--- config.mk ---
export PLATFORM = sky130hd
export DESIGN_NAME = draw_sequencer
export DESIGN_NICKNAME = d
export VERILOG_FILES = /design/src/rtl/draw_sequencer.sv
export SDC_FILE = /design/constraint.sdc
export NUM_CORES = 1
export LEC_CHECK = 0
export ABC_AREA = 1
export BUFFER_PORTS_ARGS = -buffer_cell sky130_fd_sc_hd__buf_2
export CAP_MARGIN = 20
export CORE_UTILIZATION = 30
export CTS_CLUSTER_SIZE = 25
export DETAILED_ROUTE_END_ITERATION = 10
export PLACE_DENSITY_LB_ADDON = 0.1
export SYNTH_ARGS = -nofsm -noshare
export SYNTH_HDL_FRONTEND = slang
export SYNTH_SLANG_ARGS = --single-unit
--- constraint.sdc ---
create_clock -name clk -period 4.1 [get_ports clk]
set_input_delay 0.205 -clock clk [delete_from_list [all_inputs] [get_ports clk]]
set_output_delay 0.205 -clock clk [all_outputs]
set_load 0.02 [all_outputs]
--- src/rtl/draw_sequencer.sv ---
// Frame-draw scheduler: clears the screen through the fill engine, then plots every
// snake segment and the food as 4x4-pixel cells on the single VGA plot port.
module draw_sequencer #(
  parameter int unsigned MAX_LEN = 16
) (
  input  logic                       clk,
  input  logic                       rst_n,
  input  logic                       i_frame_req,
  output logic                       o_frame_done,
  output logic                       o_busy,
  input  logic [2:0]                 i_bg_colour,
  input  logic [2:0]                 i_snake_colour,
  input  logic [2:0]                 i_food_colour,
  input  logic [4:0]                 i_snake_len,
  input  logic [5:0]                 i_food_x,
  input  logic [4:0]                 i_food_y,
  output logic [$clog2(MAX_LEN)-1:0] o_seg_addr,
  input  logic [5:0]                 i_seg_x,
  input  logic [4:0]                 i_seg_y,
  output logic                       o_fill_start,
  output logic [2:0]                 o_fill_colour,
  input  logic                       i_fill_done,
  input  logic [7:0]                 i_fill_x,
  input  logic [6:0]                 i_fill_y,
  input  logic [2:0]                 i_fill_colour,
  input  logic                       i_fill_plot,
  output logic [7:0]                 o_vga_x,
  output logic [6:0]                 o_vga_y,
  output logic [2:0]                 o_vga_colour,
  output logic                       o_vga_plot
);

  localparam int unsigned AW = $clog2(MAX_LEN);
  // Index must be able to reach MAX_LEN itself for the end-of-list compare.
  localparam int unsigned LW = $clog2(MAX_LEN + 1);

  localparam logic [2:0] ST_IDLE      = 3'd0;
  localparam logic [2:0] ST_CLEAR     = 3'd1;
  localparam logic [2:0] ST_CLEAR_END = 3'd2;
  localparam logic [2:0] ST_SEG_FETCH = 3'd3;
  localparam logic [2:0] ST_SEG_PLOT  = 3'd4;
  localparam logic [2:0] ST_FOOD_PLOT = 3'd5;
  localparam logic [2:0] ST_DONE      = 3'd6;

  logic [2:0]    r_state;
  logic [LW-1:0] r_idx;
  logic [LW-1:0] r_len;
  logic [3:0]    r_cnt;
  logic [5:0]    r_cell_x;
  logic [4:0]    r_cell_y;
  logic [2:0]    r_cell_col;
  logic [2:0]    r_bg_col;
  logic [2:0]    r_snake_col;
  logic [2:0]    r_food_col;
  logic [5:0]    r_food_x;
  logic [4:0]    r_food_y;
  logic [AW-1:0] r_seg_addr;
  logic [7:0]    r_vga_x;
  logic [6:0]    r_vga_y;
  logic [2:0]    r_vga_col;
  logic          r_vga_plot;

  logic [2:0]    w_state_d;
  logic [LW-1:0] w_idx_d;
  logic [3:0]    w_cnt_d;
  logic [5:0]    w_cell_x_d;
  logic [4:0]    w_cell_y_d;
  logic [2:0]    w_cell_col_d;
  logic          w_emit;
  logic          w_to_food;
  logic          w_start;
  logic          w_clear;
  logic          w_in_range;

  assign w_start = (r_state == ST_IDLE) && i_frame_req;

  // Next-state logic. w_cnt_d/w_cell_*_d describe the pixel shown in the next
  // cycle, so the registered pixel lines up with the plot state it belongs to.
  always_comb begin
    w_state_d    = r_state;
    w_idx_d      = r_idx;
    w_cnt_d      = r_cnt;
    w_cell_x_d   = r_cell_x;
    w_cell_y_d   = r_cell_y;
    w_cell_col_d = r_cell_col;
    w_emit       = 1'b0;
    w_to_food    = 1'b0;
    case (r_state)
      ST_IDLE: begin
        if (i_frame_req) begin
          w_state_d = ST_CLEAR;
          w_idx_d   = '0;
        end
      end
      ST_CLEAR: begin
        if (i_fill_done) w_state_d = ST_CLEAR_END;
      end
      ST_CLEAR_END: begin
        if (!i_fill_done) begin
          if (r_len == '0) w_to_food = 1'b1;
          else             w_state_d = ST_SEG_FETCH;
        end
      end
      ST_SEG_FETCH: begin
        // Segment memory data for r_seg_addr is sampled at the end of this cycle.
        w_state_d    = ST_SEG_PLOT;
        w_cnt_d      = '0;
        w_cell_x_d   = i_seg_x;
        w_cell_y_d   = i_seg_y;
        w_cell_col_d = r_snake_col;
        w_emit       = 1'b1;
      end
      ST_SEG_PLOT: begin
        if (r_cnt == 4'd15) begin
          w_idx_d = r_idx + LW'(1);
          if (w_idx_d < r_len) w_state_d = ST_SEG_FETCH;
          else                 w_to_food = 1'b1;
        end else begin
          w_cnt_d = r_cnt + 4'd1;
          w_emit  = 1'b1;
        end
      end
      ST_FOOD_PLOT: begin
        if (r_cnt == 4'd15) begin
          w_state_d = ST_DONE;
        end else begin
          w_cnt_d = r_cnt + 4'd1;
          w_emit  = 1'b1;
        end
      end
      ST_DONE: begin
        if (!i_frame_req) w_state_d = ST_IDLE;
      end
      default: w_state_d = ST_IDLE;
    endcase
    if (w_to_food) begin
      w_state_d    = ST_FOOD_PLOT;
      w_cnt_d      = '0;
      w_cell_x_d   = r_food_x;
      w_cell_y_d   = r_food_y;
      w_cell_col_d = r_food_col;
      w_emit       = 1'b1;
    end
  end

  assign w_in_range = (w_cell_x_d < 6'd40) && (w_cell_y_d < 5'd30);

  always_ff @(posedge clk) begin
    if (!rst_n) begin
      r_state     <= ST_IDLE;
      r_idx       <= '0;
      r_len       <= '0;
      r_cnt       <= '0;
      r_cell_x    <= '0;
      r_cell_y    <= '0;
      r_cell_col  <= '0;
      r_bg_col    <= '0;
      r_snake_col <= '0;
      r_food_col  <= '0;
      r_food_x    <= '0;
      r_food_y    <= '0;
      r_seg_addr  <= '0;
      r_vga_x     <= '0;
      r_vga_y     <= '0;
      r_vga_col   <= '0;
      r_vga_plot  <= 1'b0;
    end else begin
      r_state    <= w_state_d;
      r_idx      <= w_idx_d;
      r_cnt      <= w_cnt_d;
      r_cell_x   <= w_cell_x_d;
      r_cell_y   <= w_cell_y_d;
      r_cell_col <= w_cell_col_d;
      if (w_start) begin
        r_bg_col    <= i_bg_colour;
        r_snake_col <= i_snake_colour;
        r_food_col  <= i_food_colour;
        r_food_x    <= i_food_x;
        r_food_y    <= i_food_y;
        r_len       <= ({27'd0, i_snake_len} > MAX_LEN) ? LW'(MAX_LEN) : LW'(i_snake_len);
        r_seg_addr  <= '0;
      end else if (w_state_d == ST_SEG_FETCH) begin
        r_seg_addr <= w_idx_d[AW-1:0];
      end
      r_vga_x    <= {w_cell_x_d, 2'b00} + {6'd0, w_cnt_d[1:0]};
      r_vga_y    <= {w_cell_y_d, 2'b00} + {5'd0, w_cnt_d[3:2]};
      r_vga_col  <= w_cell_col_d;
      r_vga_plot <= w_emit && w_in_range;
    end
  end

  assign w_clear       = (r_state == ST_CLEAR);
  assign o_busy        = (r_state != ST_IDLE);
  assign o_frame_done  = (r_state == ST_DONE);
  assign o_fill_start  = w_clear;
  assign o_fill_colour = r_bg_col;
  assign o_seg_addr    = r_seg_addr;

  // The fill engine owns the plot port for the whole clear phase, unregistered.
  assign o_vga_x      = w_clear ? i_fill_x      : r_vga_x;
  assign o_vga_y      = w_clear ? i_fill_y      : r_vga_y;
  assign o_vga_colour = w_clear ? i_fill_colour : r_vga_col;
  assign o_vga_plot   = w_clear ? i_fill_plot   : r_vga_plot;

endmodule

; ---- After elaboration in Yosys (flattened, before gate mapping)
; Cells that the tools add are included.
[word_totals]
output_inout_bits = 29
wordCells = 82
reg_bits = 71
[classes]
n_lt_le_gt_ge = 4
bitwise_logic = 1
n_reduce_logical = 11
eq_ne = 10
addsub = 4
muxes = 35
[ops]
columns = op, count
row1 = $mux 3, 12
row2 = $mux 5, 5
row3 = $pmux 3 s7, 1
row4 = $mux 6, 2
row5 = $pmux 5 s2, 1
row6 = $eq 3x2->1 const B, 3
row7 = $eq 3x3->1 const B, 3
row8 = $add 8x2->8, 1
row9 = $mux 4, 2
row10 = $mux 8, 1
row11 = $pmux 4 s2, 1
row12 = $add 7x2->7, 1
row13 = $mux 1, 7
row14 = $mux 7, 1
row15 = $lt 6x6->1 const B, 1
row16 = $add 5x1->5 const B, 1
row17 = $gt 5x5->1 const B, 1
row18 = $logic_not 5->1, 1
row19 = $lt 5x5->1, 1
row20 = $lt 5x5->1 const B, 1
row21 = $add 4x1->4 const B, 1
row22 = $eq 4x4->1 const B, 1
row23 = $ne 2x2->1 const B, 2
row24 = $pmux 1 s2, 2
row25 = 8 further kinds, 12

; ---- Logic depth before layout (Yosys ltp)
[depth]
word_depth = 9
ltp_mapped = 17
mapped_depth_nobuf = 16

; ---- Worst setup path before layout
; OpenSTA, ideal clock, no wires.
[synth_path]
path_type = reg2reg
from = register r_idx[0]
to = register r_vga_plot
t_required_ns = 3.987
slack_ns = 1.980
arrival_time_ns = 2.007
setup_time_ns = 0.113
n_path_buf = 1
path_stages_with_launch = 14
synth_period_minus_slack_ns = 2.120
path_cell_list = dfxtp_1 ha_1 nand3_1 xnor2_1 ha_1 a21oi_1 nand3_1 nand2_4 nand2_2 buf_6 o21ai_0 nand2_1 nand2_1 nor2_1
[synth_via]
elab_chain_len = 9
word_cells_on_any_way = 12
[synth_rtl]
columns = element, line_no
row1 = start: declaration, 46  ; logic [LW-1:0] r_idx;
row2 = start signal: assignment, 169  ; r_idx <= w_idx_d;
row3 = $add 5x1->5 *, 115  ; w_idx_d = r_idx + LW'(1);
row4 = $lt 5x5->1 *, 116  ; if (w_idx_d < r_len) w_state_d = ST_SEG_FETCH;
row5 = $mux 1 *, 116
row6 = $mux 1 *, 114  ; if (r_cnt == 4'd15) begin
row7 = $pmux 1 s2 *, 88  ; case (r_state)
row8 = $mux 6 / $mux 5 (equally long branches), 136  ; if (w_to_food) begin
row9 = $lt 6x6->1 / $lt 5x5->1 (equally long branches), 146  ; assign w_in_range = (w_cell_x_d < 6'd40) && (w_cell_y_d < 5'd30);
row10 = $logic_and 1x1->1, 146
row11 = $logic_and 1x1->1 *, 188  ; r_vga_plot <= w_emit && w_in_range;
row12 = end signal: assignment, 188
row13 = end: declaration, 61  ; logic r_vga_plot;
; Mark *: on every way between the ends. The rest lies on a longest branch, timed or not.
; A chain may end at the register's enable or synchronous reset.

; ---- Worst setup path after layout
[layout_path]
from = register r_idx[0]
to = register r_seg_addr[1], in the netlist o_seg_addr[1]
[layout_via]
elab_chain_len = 7
word_cells_on_any_way = 12
[layout_rtl]
columns = element, line_no
row1 = $add 5x1->5 *, 115
row2 = $lt 5x5->1, 116
row3 = $mux 3 / $mux 1 (equally long branches), 116
row4 = $mux 3 / $mux 1 (equally long branches), 114
row5 = $pmux 3 s7 / $pmux 1 s2 (equally long branches), 88
row6 = $mux 3, 136
row7 = $eq 3x2->1, 182  ; end else if (w_state_d == ST_SEG_FETCH) begin
row8 = end signal: assignment, 183  ; r_seg_addr <= w_idx_d[AW-1:0];
row9 = end: declaration, 57  ; logic [AW-1:0] r_seg_addr;
; Mark *: on every way between the ends. The rest lies on a longest branch, timed or not. The select of a mux whose other input is x is not followed.

==> flow_summary.toml <==
[placed_design]
pre_cts_ws_ns = 1.580
dpl.hpwl_mm = 5.310
routabilityCongestion = 0.7934
io_buffers = 87

[worst_setup_path]
cp_top_family = "simple AND/OR/NAND/NOR gates"
crit_type = "register to register"
required_ns = 4.35
critPathSlowestCell = "dfxtp_1"
end_kind = "register"
startpoint_type = "register"
path_max_fanout = 20
arrival_ns = 2.74
slowest_delay_ns = 0.39
crit_buf_inv = 1
crit_chain = "ha_1 -> nand3_1 -> xnor2_1 -> ha_1 -> a21oi_1 -> nand3_1 -> nand2_4 -> nand2_2 -> inv_2 -> nand3_4 -> nand2_1 -> nand2_1 -> nor2_1"

[drt]
drcViolationCount = 8
viasPerCell = 4.555
vias = 2660
ant_nets = 0
drt-wirelength-per-cell_um = 12.04
wl_mm = 7.032
drt_iter0_drc = 104
first_pass_iters = 9

[logic_synthesis]
synth_flop_cell = "dfxtp_1"
synth_area_per_cell_um2 = 7.044
syn_inst = 394
synth_common_cells = "144 x nand2_1, 56 x dfxtp_1, 41 x inv_1"
synthAdderAreaFrac_pct = 2.705
synthSimpleGateAreaFrac_pct = 33.41
yosysSeqAreaShare_pct = 40.40
synth-xor-area-share_pct = 0.9468
synth_mux_area_share_pct = 0
synth_top_family_by_area = "simple AND/OR/NAND/NOR gates"
synth.net_count = 459
yosysMostFrequentCell = "nand2_1"
syn_area_um2 = 2775
yosysUniqueCellTypes = 38
ys_ff_latch = 56
yosys_warnings = 0
synth_compound_area_share_pct = 14.29
synthTopCellsByArea = "dfxtp_1 40%, nand2_1 19%, inv_1 5.5%, a22o_1 5.0%, nor2_1 4.2%"
synth_top_area_share_pct = 40.40
synth_edf_count = 0
yosysTopAreaCell = "dfxtp_1"
async_reset_ff_share_pct = 0

[global_routing]
grt.met3_usage_pct = 2.792
grt_antenna_before_repair = 0
grt_overflow_total = 0
grt_pass1_wl_mm = 11.59
top_usage_layer = "met2"
grt_max_degree = 25
met2_usage_pct = 23.56
grt.total_usage_pct = 14.99
use_met1_pct = 20.99
grt_pass1_vias = 2418

[cts]
cts_max_path_buffers = 2
cts_buffers = 5
post_cts_resized = 0
h-tree-depth = 2
postCtsSetupRepairBufs = 0
clk_latency_ns = 0.31
clockRootBuffer = "clkbuf_8"
cts_sinks = 56
cts_hold_buf = 0
clk_pin_slew_ns = 0.10
tritoncts = "built"

[timing]
tns_ns = 0
grt_setup_unrepaired = "false"
fin_crit_ns = 2.494
fin_skew_ns = 0.01040
setup_ws_ns = 1.606
period_share_pct = 60.82
worst_pin_slew_ns = 0.9097
finalSetupViolCount = 0
finalMaxSlewViolations = 0
slew_headroom_pct = 39.29
hold_violations = 0
timing.fmax_ghz = 0.4010

[power]
vdd_ir_drop_max_uv = 137.3
p_per_area_nw_per_um2 = 426.3
leakage_nw = 1.690
total_power_mw = 1.445

[run]
maxCapViolations = 0

[status]
outcome = "finished with violations"
failed_checks = "design-rule violations"

[die]
core_area_um2 = 8848
fp.dieH_um = 98.18
ioPinCount = 88
initial_core_util_pct = 31.36
num_rows = 34
die_w_um = 98.18
dieArea_um2 = 9639

[cells_and_area]
seq_area_um2 = 1121
diodes = 0
drive_gt1_share_pct = 23.32
areaGrowthSynthToFinish_pct = 22.14
multi_input_area_um2 = 1425
nets = 540
fill_cells = 983

[worst_hold_path]
hold_class = "input pin to register"
cell type report:
type / count / share of cell area (%)
well taps: 108 / 3.987
multi-input cells: 282 / 42.05
clock inverters: 2 / 1.144
repair buffers: 87 / 12.85
inverters: 43 / 4.762
clock buffers: 6 / 2.141
flip-flops and latches: 56 / 33.08
layer usage:
layer,part of all wire [%],routed length [µm]
met4,0.81,57
met3,4.4,311
met2,42,2984
met1,52,3679
met5,0,0
sequential cells by signal, summed over array words and instances (netlist names), 3 cells and up:
signal         count
o_fill_colour      3
o_seg_addr         4
r_cell_x           6
r_cell_y           5
r_cnt              3
r_food_col         3
r_food_x           6
r_food_y           5
r_idx              5
r_len              5
r_snake_col        3
r_state            3
r_vga_col          3
cell usage in the layout (no fill, tap or decap), drive strengths merged, types with 2 or more instances in the layout:
| cell | synthesis | layout |
|---|---|---|
| nand2 | 149 | 149 |
| ha | 6 | 6 |
| xor2 | 2 | 2 |
| o21ai | 17 | 17 |
| nor2 | 35 | 35 |
| buf | 9 | 87 |
| a22o | 16 | 16 |
| nor3 | 4 | 4 |
| dfxtp | 56 | 56 |
| a21oi | 11 | 11 |
| a31oi | 9 | 9 |
| clkbuf | 4 | 6 |
| o22ai | 2 | 2 |
| nand3 | 19 | 19 |
| inv | 43 | 44 |
| nand4 | 3 | 3 |
stage by stage:
stage	cells	util [%]	area (µm²)	hold slack, ns
final	584	38.31	3390	0.08081
after floorplan	394	-	2775	0.3152
after CTS	584	38.31	3390	0.07506
after global placement	576	37.05	3278	0.4095
after global routing	584	38.31	3390	0.09125
after detailed placement	576	37.05	3278	0.4068
logic make-up (layout without fill, tap and decap cells):
kind of cell               Yosys count  in the layout
and+or+nand+nor                    212            212
AOI/OAI and AO/OA                   61             61
adders and majority gates            6              6
buffers and inverters               56            138
DFF                                 56             56
xor gates and xnor gates             3              3
report_power, final:
part	internal [mW]	switching, mW
combinational	0.143	0.288
clock	0.185	0.192
sequential	0.599	0.0377
tightest hold or removal path: stages:
cell     delay [ns]
buf_2          0.07
nand2_1        0.04
nand2_1        0.05
path summary, 6_finish.rpt:
kind                                 endpoint  slack [ns]  cells past startpoint        start
worst max register to register  o_seg_addr[1]        1.61                     13     r_idx[0]
worst max-delay path            o_seg_addr[1]        1.61                     13     r_idx[0]
worst min register to register    r_food_y[1]        0.46                      2  r_food_y[1]
worst min-delay path              r_food_y[0]        0.08                      3  i_food_y[0]
Note: power is estimated with default switching activity, not from simulation.
